### src/rtl/mem_port_arbiter_if.sv
// Signal bundle for mem_port_arbiter: IF request/response, LS request/response and
// the shared memory bus. The arbiter connects through the slave modport; the
// environment (fetch unit, load/store unit and bus model) uses the master modport.
interface mem_port_arbiter_if #(
    parameter int unsigned ADDR_W = 32,
    parameter int unsigned DATA_W = 32
);
    localparam int unsigned MASK_W = DATA_W / 8;

    // Instruction fetch port
    logic              if_req_valid_i;
    logic              if_req_ready_o;
    logic [ADDR_W-1:0] if_addr_i;
    logic              if_rsp_valid_o;
    logic              if_rsp_ready_i;
    logic [DATA_W-1:0] if_rsp_data_o;

    // Load/store port
    logic              ls_req_valid_i;
    logic              ls_req_ready_o;
    logic [ADDR_W-1:0] ls_addr_i;
    logic              ls_wen_i;
    logic [DATA_W-1:0] ls_wdata_i;
    logic [MASK_W-1:0] ls_mask_i;
    logic              ls_rsp_valid_o;
    logic              ls_rsp_ready_i;
    logic [DATA_W-1:0] ls_rsp_data_o;

    // Memory bus
    logic              mem_req_valid_o;
    logic              mem_req_ready_i;
    logic [ADDR_W-1:0] mem_addr_o;
    logic              mem_wen_o;
    logic [DATA_W-1:0] mem_wdata_o;
    logic [MASK_W-1:0] mem_mask_o;
    logic              mem_rsp_valid_i;
    logic              mem_rsp_ready_o;
    logic [DATA_W-1:0] mem_rsp_data_i;

    modport slave (
        input  if_req_valid_i, if_addr_i, if_rsp_ready_i,
        input  ls_req_valid_i, ls_addr_i, ls_wen_i, ls_wdata_i, ls_mask_i, ls_rsp_ready_i,
        input  mem_req_ready_i, mem_rsp_valid_i, mem_rsp_data_i,
        output if_req_ready_o, if_rsp_valid_o, if_rsp_data_o,
        output ls_req_ready_o, ls_rsp_valid_o, ls_rsp_data_o,
        output mem_req_valid_o, mem_addr_o, mem_wen_o, mem_wdata_o, mem_mask_o,
        output mem_rsp_ready_o
    );

    modport master (
        output if_req_valid_i, if_addr_i, if_rsp_ready_i,
        output ls_req_valid_i, ls_addr_i, ls_wen_i, ls_wdata_i, ls_mask_i, ls_rsp_ready_i,
        output mem_req_ready_i, mem_rsp_valid_i, mem_rsp_data_i,
        input  if_req_ready_o, if_rsp_valid_o, if_rsp_data_o,
        input  ls_req_ready_o, ls_rsp_valid_o, ls_rsp_data_o,
        input  mem_req_valid_o, mem_addr_o, mem_wen_o, mem_wdata_o, mem_mask_o,
        input  mem_rsp_ready_o
    );
endinterface

### src/rtl/mem_port_arbiter.sv
// Shares one memory port between instruction fetch (read-only) and load/store.
// One transaction at a time: IDLE accepts, REQ drives the bus, RESP captures data,
// RET hands the response back to its owner. LS wins by default; after STARVE_MAX
// consecutive LS grants with IF waiting, IF is forced through.
module mem_port_arbiter #(
    parameter int unsigned ADDR_W     = 32,
    parameter int unsigned DATA_W     = 32,
    parameter int unsigned STARVE_MAX = 4
) (
    input  logic                 clk_i,
    input  logic                 rst_i,
    mem_port_arbiter_if.slave    bus,
    output logic [1:0]           owner_o
);
    localparam int unsigned MASK_W = DATA_W / 8;
    localparam int unsigned CNT_W  = $clog2(STARVE_MAX + 1);
    localparam logic [CNT_W-1:0] CntMax = CNT_W'(STARVE_MAX);

    localparam logic [1:0] OwnNone = 2'b00;
    localparam logic [1:0] OwnIf   = 2'b01;
    localparam logic [1:0] OwnLs   = 2'b10;

    typedef enum logic [1:0] {StIdle, StReq, StResp, StRet} state_e;

    state_e            state_q, state_d;
    logic [1:0]        owner_q, owner_d;
    logic [ADDR_W-1:0] addr_q, addr_d;
    logic              wen_q, wen_d;
    logic [DATA_W-1:0] wdata_q, wdata_d;
    logic [MASK_W-1:0] mask_q, mask_d;
    logic [DATA_W-1:0] rsp_data_q, rsp_data_d;
    logic [CNT_W-1:0]  starve_q, starve_d;

    logic sel_ls, sel_if;

    // Requester selection; only meaningful in IDLE, where it drives the req readies.
    always_comb begin
        sel_ls = bus.ls_req_valid_i && (!bus.if_req_valid_i || (starve_q < CntMax));
        sel_if = bus.if_req_valid_i && !sel_ls;
    end

    // Next-state and output decode.
    always_comb begin
        state_d    = state_q;
        owner_d    = owner_q;
        addr_d     = addr_q;
        wen_d      = wen_q;
        wdata_d    = wdata_q;
        mask_d     = mask_q;
        rsp_data_d = rsp_data_q;
        starve_d   = starve_q;

        bus.if_req_ready_o  = 1'b0;
        bus.ls_req_ready_o  = 1'b0;
        bus.if_rsp_valid_o  = 1'b0;
        bus.ls_rsp_valid_o  = 1'b0;
        bus.mem_req_valid_o = 1'b0;
        bus.mem_rsp_ready_o = 1'b0;

        // Latched fields drive the bus and response data continuously; only the
        // valid strobes qualify them.
        bus.mem_addr_o    = addr_q;
        bus.mem_wen_o     = wen_q;
        bus.mem_wdata_o   = wdata_q;
        bus.mem_mask_o    = mask_q;
        bus.if_rsp_data_o = rsp_data_q;
        bus.ls_rsp_data_o = rsp_data_q;

        unique case (state_q)
            StIdle: begin
                bus.ls_req_ready_o = sel_ls;
                bus.if_req_ready_o = sel_if;
                if (sel_ls) begin
                    addr_d  = bus.ls_addr_i;
                    wen_d   = bus.ls_wen_i;
                    wdata_d = bus.ls_wdata_i;
                    mask_d  = bus.ls_mask_i;
                    owner_d = OwnLs;
                    state_d = StReq;
                    // Only count LS grants that made a waiting IF lose.
                    if (bus.if_req_valid_i && (starve_q != CntMax)) begin
                        starve_d = starve_q + 1'b1;
                    end
                end else if (sel_if) begin
                    addr_d   = bus.if_addr_i;
                    wen_d    = 1'b0;
                    wdata_d  = '0;
                    mask_d   = {MASK_W{1'b1}};
                    owner_d  = OwnIf;
                    state_d  = StReq;
                    starve_d = '0;
                end
            end
            StReq: begin
                bus.mem_req_valid_o = 1'b1;
                if (bus.mem_req_ready_i) begin
                    state_d = StResp;
                end
            end
            StResp: begin
                bus.mem_rsp_ready_o = 1'b1;
                if (bus.mem_rsp_valid_i) begin
                    rsp_data_d = bus.mem_rsp_data_i;
                    state_d    = StRet;
                end
            end
            StRet: begin
                if (owner_q == OwnIf) begin
                    bus.if_rsp_valid_o = 1'b1;
                    if (bus.if_rsp_ready_i) begin
                        state_d = StIdle;
                        owner_d = OwnNone;
                    end
                end else if (owner_q == OwnLs) begin
                    bus.ls_rsp_valid_o = 1'b1;
                    if (bus.ls_rsp_ready_i) begin
                        state_d = StIdle;
                        owner_d = OwnNone;
                    end
                end else begin
                    // No owner cannot happen here; recover to IDLE.
                    state_d = StIdle;
                end
            end
            default: begin
                state_d = StIdle;
            end
        endcase
    end

    // State register with synchronous reset; reset abandons any transaction.
    always_ff @(posedge clk_i) begin
        if (rst_i) begin
            state_q    <= StIdle;
            owner_q    <= OwnNone;
            addr_q     <= '0;
            wen_q      <= 1'b0;
            wdata_q    <= '0;
            mask_q     <= '0;
            rsp_data_q <= '0;
            starve_q   <= '0;
        end else begin
            state_q    <= state_d;
            owner_q    <= owner_d;
            addr_q     <= addr_d;
            wen_q      <= wen_d;
            wdata_q    <= wdata_d;
            mask_q     <= mask_d;
            rsp_data_q <= rsp_data_d;
            starve_q   <= starve_d;
        end
    end

    assign owner_o = owner_q;
endmodule
### src/flat_wrapper.sv
// flat-port wrapper written by rule: the top's interface ports become plain ports
module mem_port_arbiter_flat 
#(
    parameter int unsigned ADDR_W     = 32,
    parameter int unsigned DATA_W     = 32,
    parameter int unsigned STARVE_MAX = 4
)
  (clk_i, rst_i, owner_o, bus_if_req_valid_i, bus_if_addr_i, bus_if_rsp_ready_i, bus_ls_req_valid_i, bus_ls_addr_i, bus_ls_wen_i, bus_ls_wdata_i, bus_ls_mask_i, bus_ls_rsp_ready_i, bus_mem_req_ready_i, bus_mem_rsp_valid_i, bus_mem_rsp_data_i, bus_if_req_ready_o, bus_if_rsp_valid_o, bus_if_rsp_data_o, bus_ls_req_ready_o, bus_ls_rsp_valid_o, bus_ls_rsp_data_o, bus_mem_req_valid_o, bus_mem_addr_o, bus_mem_wen_o, bus_mem_wdata_o, bus_mem_mask_o, bus_mem_rsp_ready_o);
  mem_port_arbiter_if #(.ADDR_W(ADDR_W), .DATA_W(DATA_W)) bus_i ();
  input  logic clk_i;
  input  logic rst_i;
  output logic [1:0] owner_o;
  input wire logic [$bits(bus_i.if_req_valid_i)-1:0] bus_if_req_valid_i;
  input wire logic [$bits(bus_i.if_addr_i)-1:0] bus_if_addr_i;
  input wire logic [$bits(bus_i.if_rsp_ready_i)-1:0] bus_if_rsp_ready_i;
  input wire logic [$bits(bus_i.ls_req_valid_i)-1:0] bus_ls_req_valid_i;
  input wire logic [$bits(bus_i.ls_addr_i)-1:0] bus_ls_addr_i;
  input wire logic [$bits(bus_i.ls_wen_i)-1:0] bus_ls_wen_i;
  input wire logic [$bits(bus_i.ls_wdata_i)-1:0] bus_ls_wdata_i;
  input wire logic [$bits(bus_i.ls_mask_i)-1:0] bus_ls_mask_i;
  input wire logic [$bits(bus_i.ls_rsp_ready_i)-1:0] bus_ls_rsp_ready_i;
  input wire logic [$bits(bus_i.mem_req_ready_i)-1:0] bus_mem_req_ready_i;
  input wire logic [$bits(bus_i.mem_rsp_valid_i)-1:0] bus_mem_rsp_valid_i;
  input wire logic [$bits(bus_i.mem_rsp_data_i)-1:0] bus_mem_rsp_data_i;
  output wire logic [$bits(bus_i.if_req_ready_o)-1:0] bus_if_req_ready_o;
  output wire logic [$bits(bus_i.if_rsp_valid_o)-1:0] bus_if_rsp_valid_o;
  output wire logic [$bits(bus_i.if_rsp_data_o)-1:0] bus_if_rsp_data_o;
  output wire logic [$bits(bus_i.ls_req_ready_o)-1:0] bus_ls_req_ready_o;
  output wire logic [$bits(bus_i.ls_rsp_valid_o)-1:0] bus_ls_rsp_valid_o;
  output wire logic [$bits(bus_i.ls_rsp_data_o)-1:0] bus_ls_rsp_data_o;
  output wire logic [$bits(bus_i.mem_req_valid_o)-1:0] bus_mem_req_valid_o;
  output wire logic [$bits(bus_i.mem_addr_o)-1:0] bus_mem_addr_o;
  output wire logic [$bits(bus_i.mem_wen_o)-1:0] bus_mem_wen_o;
  output wire logic [$bits(bus_i.mem_wdata_o)-1:0] bus_mem_wdata_o;
  output wire logic [$bits(bus_i.mem_mask_o)-1:0] bus_mem_mask_o;
  output wire logic [$bits(bus_i.mem_rsp_ready_o)-1:0] bus_mem_rsp_ready_o;
  assign bus_i.if_req_valid_i = bus_if_req_valid_i;
  assign bus_i.if_addr_i = bus_if_addr_i;
  assign bus_i.if_rsp_ready_i = bus_if_rsp_ready_i;
  assign bus_i.ls_req_valid_i = bus_ls_req_valid_i;
  assign bus_i.ls_addr_i = bus_ls_addr_i;
  assign bus_i.ls_wen_i = bus_ls_wen_i;
  assign bus_i.ls_wdata_i = bus_ls_wdata_i;
  assign bus_i.ls_mask_i = bus_ls_mask_i;
  assign bus_i.ls_rsp_ready_i = bus_ls_rsp_ready_i;
  assign bus_i.mem_req_ready_i = bus_mem_req_ready_i;
  assign bus_i.mem_rsp_valid_i = bus_mem_rsp_valid_i;
  assign bus_i.mem_rsp_data_i = bus_mem_rsp_data_i;
  assign bus_if_req_ready_o = bus_i.if_req_ready_o;
  assign bus_if_rsp_valid_o = bus_i.if_rsp_valid_o;
  assign bus_if_rsp_data_o = bus_i.if_rsp_data_o;
  assign bus_ls_req_ready_o = bus_i.ls_req_ready_o;
  assign bus_ls_rsp_valid_o = bus_i.ls_rsp_valid_o;
  assign bus_ls_rsp_data_o = bus_i.ls_rsp_data_o;
  assign bus_mem_req_valid_o = bus_i.mem_req_valid_o;
  assign bus_mem_addr_o = bus_i.mem_addr_o;
  assign bus_mem_wen_o = bus_i.mem_wen_o;
  assign bus_mem_wdata_o = bus_i.mem_wdata_o;
  assign bus_mem_mask_o = bus_i.mem_mask_o;
  assign bus_mem_rsp_ready_o = bus_i.mem_rsp_ready_o;
  mem_port_arbiter #(.ADDR_W(ADDR_W), .DATA_W(DATA_W), .STARVE_MAX(STARVE_MAX)) u_core (.clk_i(clk_i), .rst_i(rst_i), .bus(bus_i), .owner_o(owner_o));
endmodule
### config.mk
export PLATFORM = sky130hd
export DESIGN_NAME = mem_port_arbiter_flat
export DESIGN_NICKNAME = d
export VERILOG_FILES = /design/src/rtl/mem_port_arbiter_if.sv /design/src/rtl/mem_port_arbiter.sv /design/src/flat_wrapper.sv
export SDC_FILE = /design/constraint.sdc
export NUM_CORES = 1
export LEC_CHECK = 0
export ABC_AREA = 1
export BUFFER_PORTS_ARGS = -buffer_cell sky130_fd_sc_hd__buf_4
export CAP_MARGIN = 40
export CORE_ASPECT_RATIO = 2
export CORE_MARGIN = 10
export CORE_UTILIZATION = 43
export DETAILED_ROUTE_END_ITERATION = 8
export PLACE_DENSITY = 0.8
export SYNTH_ARGS = -nofsm -noshare
export SYNTH_HDL_FRONTEND = slang
export SYNTH_SLANG_ARGS = --single-unit
### constraint.sdc
create_clock -name clk_i -period 2 [get_ports clk_i]
set_input_delay 0.4 -clock clk_i [delete_from_list [all_inputs] [get_ports clk_i]]
set_output_delay 0.4 -clock clk_i [all_outputs]
set_load 0.05 [all_outputs]
==> impl_metrics.toml, run 1 <==
[sta]
max_freq_mhz = 532
layout_worst_path_cycle_share = 0.940
maxSlewViolCount = 0
final.hold.worst_slack_ns = 0.310
worst-slew-pin-transition_ns = 0.450
hold_viol = 0
final_period_minus_worst_setup_slack_ns = 1.88
timing.clock.skew_ns = 0.00648
rsz0062_at_grt = "false"
timing.final.setup_violations = 0
max_slew_headroom = 0.700
setup_total_negative_slack_ns = 0

[drt]
drtIter0Drc = 143
dr_total_vias = 4894
drc = 0
routed_via_density = 4.71
routedWlPerCell_um = 15.6
detail_route.first_pass.iterations = 4
antenna_violating_nets_post_route = 0
finalWirelength_um = 16200

[floorplanning]
effective_utilization_at_floorplan = 0.440
design.core.area_um2 = 10500
num_rows = 53
floorplan.die.width_um = 93.5
die_height_um = 167
floorplan.io_pins = 282
floorplan.die_area_um2 = 15600

[final_layout]
nNetsFinal = 1045
area_growth_pct = 50.6
register_area_um2 = 2160
antenna_cells_inserted = 0
area_used_by_multi_input_combinational_logic_um2 = 1970
finalCoreUtilization = 0.663
finish.instance_area_um2 = 6990
final.fill_count = 968
drive_gt1_frac = 0.357

[global_route]
largest_net_degree_at_the_start_of_global_routing = 48
first_global_vias = 4884
antenna_found_initial = 0
global_route.usage.total = 0.200
global_route.overflow_total = 0
grt_pass1_wl_um = 24900

[yosys]
yosysSeqAreaShare = 0.466
synthesis.area_um2 = 4640
post_synthesis_instance_total = 660
ys_top_cells_by_area = "sky130_fd_sc_hd__dfxtp_1, sky130_fd_sc_hd__nand2_1, sky130_fd_sc_hd__nor2_1"
netlist.top_cell.by_area = "sky130_fd_sc_hd__dfxtp_1"
synth_edf_count = 0
synth.ff_latch_count = 108
syn_avg_cell_area_um2 = 7.03
synth_top_area_share = 0.466
synth_cell_type_count = 22
post_synth_most_frequent_cells = "sky130_fd_sc_hd__nand2_1, sky130_fd_sc_hd__nor2_1, sky130_fd_sc_hd__dfxtp_1, sky130_fd_sc_hd__o21ai_0, sky130_fd_sc_hd__buf_4"
library_cell_with_the_highest_instance_count_after_synthesis = "sky130_fd_sc_hd__nand2_1"
syn-num-nets = 807
synth_async_reset_ratio = 0
ys_warn_count = 0
synth_ff_type = "sky130_fd_sc_hd__dfxtp_1"

[clocking]
cts_post_setup_buffers_inserted = 0
worstSkewPairLatency_ns = 0.34
post_cts_hold_buffer_count = 0
clock_sink_count = 108
cts_tree = "yes"
root_buffer = "sky130_fd_sc_hd__clkbuf_16"
cts-htree-levels = 3
cts_inserted_buffers = 9
clkTransAtPathRegs_ns = 0.07
clockBufferDepth = 2

[placed_design]
placedInstanceArea_um2 = 6620
numPortBuffers = 281
gpl.final_weighted_congestion = 0.809
hpwl_after_detailed_placement_um = 13200

[setup_path]
worstSetupPathType = "reg2out"
worst-endpoint-arrival_ns = 1.48
startpoint_type = "register"
maximum_fanout_count_along_the_critical_path = 17
worstSetupEndpointType = "primary output"
data_required_time_of_the_critical_path_ns = 1.60
worst_setup_path_startpoint = "u_core.state_q[1]"
regToRegStartpoint = "u_core.state_q[1]"

[outcome]
run_status = "complete, no violations"

[worst_hold_path]
worstHoldStart = "bus_mem_rsp_data_i[18]"
hold_path.class = "in2reg"

[pwr]
ir_drop_mv = 0.698
power.static_leakage_nw = 3.51
power-per-cell-area_nw_per_um2 = 1470

[run]
cap_violations = 0
==> path summary, 6_finish.rpt <==
path	end	slack, ns	depth (start not counted)
setup / recovery	bus_ls_req_ready_o	0.12	6
hold / removal	u_core.bus.if_rsp_data_o[18]	0.31	3
setup reg to reg	u_core.bus.mem_addr_o[8]	0.30	8
hold reg to reg	u_core.bus.mem_wdata_o[30]	0.46	2
==> state kept, by name, summed over array words and instances, names as in the netlist <==
signal                    flops
u_core.bus.if_rsp_data_o     32
u_core.bus.mem_addr_o        32
u_core.bus.mem_wdata_o       32
u_core.bus.mem_mask_o         4
u_core.starve_q               3
u_core.owner_o                2
u_core.state_q                2
u_core.bus.mem_wen_o          1
==> layout make-up <==
cell class | count | share of cell area
flip-flops and latches | 108 | 0.309
repair buffers | 295 | 0.323
clock buffers | 10 | 0.0342
well taps | 137 | 0.0245
multi-input cells | 460 | 0.282
inverters | 24 | 0.0132
clock inverters | 6 | 0.0138
==> timing repair <==
item | in CTS | in global routing
endpoints found under the setup margin | 1 | 7
pin swaps | 0 | 0
gates resized for setup | 2 | 7
gates cloned | 0 | 0
endpoints found under the hold margin | 0 | 0
==> worst max-delay path, stage by stage, from the launching register on <==
cell and delay (ns):
sky130_fd_sc_hd__dfxtp_1 0.35, sky130_fd_sc_hd__inv_1 0.12, sky130_fd_sc_hd__ha_4 0.16, sky130_fd_sc_hd__inv_2 0.06
sky130_fd_sc_hd__nor2_8 0.13, sky130_fd_sc_hd__buf_12 0.15, sky130_fd_sc_hd__buf_8 0.15
==> through the flow <==
step | instances | worst slack [ns] | power (mW)
after floorplan | 660 | 0.116 | 6.87
after global placement | 1023 | 0.257 | 8.30
after detailed placement | 1024 | 0.205 | 8.37
after CTS | 1040 | 0.00700 | 10.3
after global routing | 1040 | 0.0233 | 10.9
final | 1040 | 0.119 | 10.3
==> logic make-up (layout without fill, tap and decap cells) <==
logic type / after synthesis / count (layout) / share of synthesized area
AND/OR/NAND/NOR: 347 / 347 / 0.289
adder cells (fa/ha/maj): 6 / 6 / 0.0162
AO/OA/AOI/OAI: 107 / 107 / 0.116
flip-flops: 108 / 108 / 0.466
buffers and inverters: 92 / 335 / 0.113
==> cells in the final DEF (no fill, tap or decap), types with 2 or more instances in the layout <==
master | synthesis | routed
sky130_fd_sc_hd__clkbuf_16 | 0 | 9
sky130_fd_sc_hd__inv_1 | 20 | 19
sky130_fd_sc_hd__buf_8 | 0 | 2
sky130_fd_sc_hd__buf_4 | 36 | 290
sky130_fd_sc_hd__o21ai_0 | 60 | 60
sky130_fd_sc_hd__nand2_1 | 184 | 183
sky130_fd_sc_hd__buf_12 | 0 | 2
sky130_fd_sc_hd__dfxtp_1 | 108 | 108
sky130_fd_sc_hd__o21ai_1 | 11 | 11
sky130_fd_sc_hd__nor2_1 | 153 | 153
sky130_fd_sc_hd__inv_2 | 3 | 4
sky130_fd_sc_hd__nand3_1 | 6 | 6
sky130_fd_sc_hd__ha_1 | 6 | 5
sky130_fd_sc_hd__clkinv_4 | 0 | 2
sky130_fd_sc_hd__a21oi_1 | 35 | 35
sky130_fd_sc_hd__bufinv_16 | 0 | 2
==> power breakdown <==
part           switching (mW)  internal, mW  total [mW]
sequential              0.304          2.67        2.97
combinational            3.76          1.61        5.37
clock                   0.814          1.15        1.96
total                    4.88          5.42        10.3
==> routing by layer <==
layer  up-vias  GRT usage  wire (um)
met2       200      0.361       8420
li1       2489          -          -
met1      2179      0.189       5680
met4         0     0.0850        556
met3        26     0.0855       1560
met5         -          0          0
No activity file was read; power rests on OpenSTA's default activity.
==> inputs of run 2 (changes only) <==
Settings changed: ABC_AREA 1 to not set.
==> impl_metrics.toml, run 2 <==
[yosys]
syn-num-nets = 686
synth_ff_type = "sky130_fd_sc_hd__dfxtp_1"
post_synthesis_instance_total = 539
synth_edf_count = 0
synth_cell_type_count = 28
yosysSeqAreaShare = 0.474
post_synth_most_frequent_cells = "sky130_fd_sc_hd__dfxtp_1, sky130_fd_sc_hd__nand2_1, sky130_fd_sc_hd__a21oi_1, sky130_fd_sc_hd__nor2_1, sky130_fd_sc_hd__nand3_1"
ys_top_cells_by_area = "sky130_fd_sc_hd__dfxtp_1, sky130_fd_sc_hd__nand2_1, sky130_fd_sc_hd__mux2i_1"
netlist.top_cell.by_area = "sky130_fd_sc_hd__dfxtp_1"
ys_warn_count = 0
library_cell_with_the_highest_instance_count_after_synthesis = "sky130_fd_sc_hd__dfxtp_1"
synth_async_reset_ratio = 0
syn_avg_cell_area_um2 = 8.46
synthesis.area_um2 = 4560
synth.ff_latch_count = 108
synth_top_area_share = 0.474

[final_layout]
most-common-layout-cells = "sky130_fd_sc_hd__buf_4, sky130_fd_sc_hd__dfxtp_1, sky130_fd_sc_hd__nand2_1"
drive_gt1_frac = 0.405
nNetsFinal = 914
antenna_cells_inserted = 0
area_growth_pct = 49.9
mostFrequentLayoutCell = "sky130_fd_sc_hd__buf_4"
final.fill_count = 896

[drt]
routedWlPerCell_um = 17.1
dr_total_vias = 4530
drc = 0
finalWirelength_um = 15500
drtIter0Drc = 126
antenna_violating_nets_post_route = 0
detail_route.first_pass.iterations = 4
routed_via_density = 4.98

[clocking]
cts_inserted_buffers = 9
clock_sink_count = 108
cts-htree-levels = 3
post_cts_hold_buffer_count = 0
cts_tree = "yes"
clkTransAtPathRegs_ns = 0.08
cts_post_setup_buffers_inserted = 0
root_buffer = "sky130_fd_sc_hd__clkbuf_16"
post_cts_resize_count = 2
clockBufferDepth = 2
worstSkewPairLatency_ns = 0.35

[worst_hold_path]
hold_path.class = "in2reg"
whs_endpoint = "u_core.bus.mem_wdata_o[16]"
worstHoldStart = "bus_ls_wdata_i[16]"
worstHoldPathCells = 3

[sta]
hold_viol = 0
max_freq_mhz = 522
final_period_minus_worst_setup_slack_ns = 1.92
layout_worst_path_cycle_share = 0.958
timing.final.setup_violations = 0
final.hold.worst_slack_ns = 0.297
rsz0062_at_grt = "false"
max_slew_headroom = 0.747
worst-slew-pin-transition_ns = 0.380
setup_total_negative_slack_ns = 0
timing.clock.skew_ns = 0.00993
maxSlewViolCount = 0

[global_route]
first_global_vias = 4740
antenna_found_initial = 0
grt_pass1_wl_um = 24000
largest_net_degree_at_the_start_of_global_routing = 65
global_route.overflow_total = 0
global_route.usage.total = 0.193

[run]
cap_violations = 0

[pwr]
power-per-cell-area_nw_per_um2 = 1350
cell_internal_pwr_mw = 4.91
switching_power_as_a_share_of_total_power = 0.468
clock_power_share = 0.185
netSwitchingPower_mw = 4.32
ir_drop_mv = 0.862
fin_total_pwr_mw = 9.23
power.share.sequential = 0.320
power.static_leakage_nw = 3.19
share_comb_of_total_power = 0.496

[setup_path]
crit_buf_inv = 2
regToRegStartpoint = "u_core.state_q[0]"
critical-path-top-delay-family = "flip-flops"
maximum_fanout_count_along_the_critical_path = 6
worstSetupEndpointType = "primary output"
data_required_time_of_the_critical_path_ns = 1.60
critical_path_cell_by_cell = "inv_1 -> ha_2 -> nand2_1 -> nor2_2 -> buf_4"
worstSetupPathType = "reg2out"
startpoint_type = "register"
r2r_end = "u_core.owner_o[0]"
worst_path_largest_cell_delay_ns = 0.34
worst-endpoint-arrival_ns = 1.52
reg2reg_depth = 5
regToRegSetupSlack_ns = 0.35
critical_path.slowest_cell = "sky130_fd_sc_hd__dfxtp_1"

[floorplanning]
floorplan.die_area_um2 = 15400
design.core.area_um2 = 10500
die_height_um = 166
effective_utilization_at_floorplan = 0.435
num_rows = 53
floorplan.io_pins = 282
floorplan.die.width_um = 92.8

[placed_design]
numPortBuffers = 281
gpl.final_weighted_congestion = 0.844
hpwl_after_detailed_placement_um = 12700

[outcome]
run_status = "complete, no violations"
run 2: cell count changes after synthesis, moves of 4 or more:
cell                       before  now
sky130_fd_sc_hd__o21ai_1       11    0
sky130_fd_sc_hd__a211oi_1       1   32
sky130_fd_sc_hd__inv_1         20    6
sky130_fd_sc_hd__o21ai_0       60    0
sky130_fd_sc_hd__buf_1          2    6
sky130_fd_sc_hd__nor2_1       153   39
sky130_fd_sc_hd__nand2b_1       0    7
sky130_fd_sc_hd__a21oi_1       35   68
sky130_fd_sc_hd__buf_2          7   14
sky130_fd_sc_hd__mux2i_1        0   35
sky130_fd_sc_hd__nor3_1         0    9
sky130_fd_sc_hd__nand2_1      184  105
sky130_fd_sc_hd__nand3_1        6   36
run 2: worst max path at each step:
stage	startpoint	endpoint	cells past startpoint
global route	u_core.state_q[0]	bus_if_req_ready_o	5
finish	u_core.state_q[0]	bus_if_req_ready_o	5
floorplan	u_core.owner_o[0]	u_core.owner_o[0]	4
global placement	bus_if_req_valid_i	bus_ls_req_ready_o	5
CTS	u_core.state_q[0]	bus_ls_req_ready_o	5
detailed placement	bus_if_req_valid_i	bus_ls_req_ready_o	5
run 2: tightest hold or removal path: stages:
cell                      delay, ns
sky130_fd_sc_hd__buf_4         0.11
sky130_fd_sc_hd__nand2_1       0.04
sky130_fd_sc_hd__a21oi_1       0.05
run 2: stage by stage:
| stage | instance area [um^2] | cells | utilization | setup slack, ns |
|---|---|---|---|---|
| after floorplan | 4560 | 539 | - | 0.0401 |
| after global placement | 6530 | 893 | 0.623 | 0.317 |
| after detailed placement | 6530 | 893 | 0.623 | 0.299 |
| after CTS | 6830 | 909 | 0.652 | 0.0536 |
| after global routing | 6830 | 909 | 0.652 | 0.00813 |
| final | 6830 | 909 | 0.652 | 0.0832 |
run 2: layout make-up:
class                           instances  area (um^2)  share of cell area
Clock inverter                          7         67.6             0.00989
Tap cell                              137          171              0.0251
Clock buffer                            9          225              0.0330
Multi-Input combinational cell        350         1940               0.284
Inverter                                7         31.3             0.00458
Sequential cell                       108         2160               0.316
Timing Repair Buffer                  291         2230               0.327
run 2: logic make-up (layout without fill, tap and decap cells):
logic type	Yosys count	count (layout)	share of synthesized area
AND/OR/NAND/NOR	203	203	0.188
flip-flops	108	108	0.474
multiplexers	36	36	0.0793
buffers and inverters	81	314	0.105
AO/OA/AOI/OAI	105	105	0.136
adder cells (fa/ha/maj)	6	6	0.0165
run 2: power groups by stage:
| stage | logic [mW] | registers [mW] | clock network (mW) |
|---|---|---|---|
| after floorplan | 1.57 | 4.59 | 0 |
| after global routing | 4.85 | 3.01 | 1.84 |
| after detailed placement | 4.60 | 3.00 | 0 |
| after global placement | 4.51 | 2.97 | 0 |
| final | 4.58 | 2.95 | 1.71 |
| after CTS | 4.61 | 2.95 | 1.75 |
run 2: layer usage:
layer  wire length (um)  share of wire  up-vias  global-route usage
met2               8070           0.52      233               0.348
met3               1790           0.12       16              0.0919
met5                  0              0        -                   0
li1                   -              -     2248                   -
met4                324          0.021        0              0.0668
met1               5310           0.34     2033               0.182
==> inputs of run 3 (changes only) <==
Settings changed: CORE_AREA set to 2 2 110 112, CORE_ASPECT_RATIO 2 to not set, CORE_MARGIN 10 to not set, CORE_UTILIZATION 43 to not set, DIE_AREA set to 0 0 112 114, PLACE_DENSITY 0.8 to 0.75, SLEW_MARGIN set to 25.
==> impl_metrics.toml, run 3 (synthesis gave the netlist of run 2 again) <==
[clocking]
worstSkewPairLatency_ns = 0.34
root_buffer = "sky130_fd_sc_hd__clkbuf_16"
cts_inserted_buffers = 9
clockBufferDepth = 2
clkTransAtPathRegs_ns = 0.08
clock_sink_count = 108
post_cts_hold_buffer_count = 0
cts_tree = "yes"
cts_post_setup_buffers_inserted = 0
cts-htree-levels = 3

[drt]
antenna_violating_nets_post_route = 0
drtIter0Drc = 253
detail_route.first_pass.iterations = 5
routed_via_density = 4.89
drc = 0
dr_total_vias = 4498
routedWlPerCell_um = 14.3
finalWirelength_um = 13200

[outcome]
run_status = "complete, no violations"

[sta]
final.setup.worst_slack_ns = 0.110
max_slew_headroom = 0.748
hold_viol = 0
timing.clock.skew_ns = 0.0127
setup_total_negative_slack_ns = 0
max_freq_mhz = 529
maxSlewViolCount = 0
final.hold.worst_slack_ns = 0.296
worst-slew-pin-transition_ns = 0.378
timing.final.setup_violations = 0
rsz0062_at_grt = "false"
final_period_minus_worst_setup_slack_ns = 1.89
layout_worst_path_cycle_share = 0.945

[pwr]
ir_drop_mv = 0.815
power.static_leakage_nw = 3.18
power-per-cell-area_nw_per_um2 = 1340

[setup_path]
worstSetupPathType = "reg2out"
critical_path_cell_by_cell = "inv_1 -> ha_2 -> nand2_1 -> nor2_2 -> buf_4"
reg2reg_depth = 5
critical_path.slowest_cell = "sky130_fd_sc_hd__dfxtp_1"
data_required_time_of_the_critical_path_ns = 1.60
worstSetupPathDepth = 5
worst-endpoint-arrival_ns = 1.49
regToRegSetupSlack_ns = 0.28
regToRegStartpoint = "u_core.state_q[0]"
crit_buf_inv = 2
r2r_end = "u_core.owner_o[0]"
startpoint_type = "register"
critPathCapture = "bus_if_req_ready_o"
worst_setup_path_startpoint = "u_core.state_q[0]"
worst_path_largest_cell_delay_ns = 0.35
maximum_fanout_count_along_the_critical_path = 6
worstSetupEndpointType = "primary output"
critical-path-top-delay-family = "flip-flops"

[final_layout]
drive_gt1_frac = 0.404
area_growth_pct = 49.8
mostFrequentLayoutCell = "sky130_fd_sc_hd__buf_4"
antenna_cells_inserted = 0
most-common-layout-cells = "sky130_fd_sc_hd__buf_4, sky130_fd_sc_hd__dfxtp_1, sky130_fd_sc_hd__nand2_1"
nNetsFinal = 914

[floorplanning]
floorplan.die.width_um = 112
floorplan.io_pins = 282
effective_utilization_at_floorplan = 0.389
floorplan.die_area_um2 = 12800
die_height_um = 114
num_rows = 40
design.core.area_um2 = 11700

[global_route]
global_route.usage.total = 0.196
antenna_found_initial = 0
first_global_vias = 4184
grt_pass1_wl_um = 20300
largest_net_degree_at_the_start_of_global_routing = 65
global_route.overflow_total = 0

[placed_design]
gpl.final_weighted_congestion = 0.796
placement.setup.worst_slack_ns = 0.302
numPortBuffers = 281
hpwl_after_detailed_placement_um = 10100

[run]
cap_violations = 0

[worst_hold_path]
hold_path.class = "in2reg"
worstHoldStart = "bus_ls_wdata_i[14]"
run 3: cell count changes in the layout (fill, tap and decap cells not counted), sizes merged:
| cell | previous run | this run |
|---|---|---|
| clkinv | 5 | 1 |
| clkinvlp | 0 | 2 |
| clkbuf | 9 | 10 |
| inv | 9 | 10 |
run 3: routing by layer:
metal,track usage,part of all wire,up-vias
li1,-,-,2247
met1,0.203,0.36,2025
met2,0.381,0.53,204
met3,0.0446,0.083,22
met4,0.0780,0.021,0
met5,0,0,-
run 3: final cells by class:
class / instances / area, um^2
clock buffer: 10 / 239
fill: 1036 / 4880
multi-input combinational: 350 / 1940
inverter: 7 / 26.3
clock inverter: 6 / 55.1
timing repair buffer: 291 / 2230
tap: 147 / 184
sequential: 108 / 2160
run 3: repair_timing:
action,in CTS,in global routing
endpoints found under the setup margin,0,2
resized for setup,0,2
endpoints found under the hold margin,0,0
run 3: metrics by stage:
stage / instance area, um^2 / utilization / total power [mW] / instances
finish: 6830 / 0.583 / 9.17 / 919
global route: 6830 / 0.583 / 9.62 / 919
CTS: 6820 / 0.583 / 9.25 / 919
detailed placement: 6530 / 0.557 / 7.51 / 903
global placement: 6530 / 0.557 / 7.42 / 903
floorplan: 4560 / - / 6.15 / 539
run 3: power by group:
| part | internal (mW) | switching [mW] | total (mW) |
|---|---|---|---|
| clock | 0.904 | 0.828 | 1.73 |
| combinational | 1.37 | 3.12 | 4.49 |
| sequential | 2.64 | 0.313 | 2.95 |
| total | 4.92 | 4.26 | 9.17 |
run 3: worst min path at each step:
stage	end	slack (ns)	depth (start not counted)
after floorplan	u_core.starve_q[2]	0.44	2
after global placement	u_core.bus.mem_wdata_o[23]	0.45	2
after detailed placement	u_core.bus.mem_wdata_o[26]	0.46	2
after CTS	u_core.bus.mem_wdata_o[14]	0.28	3
after global routing	u_core.bus.mem_wen_o	0.29	3
final	u_core.bus.mem_wdata_o[14]	0.30	3
run 3: worst min-delay path, stage by stage:
cell	delay, ns
sky130_fd_sc_hd__buf_4	0.11
sky130_fd_sc_hd__nand2_1	0.04
sky130_fd_sc_hd__a21oi_1	0.05
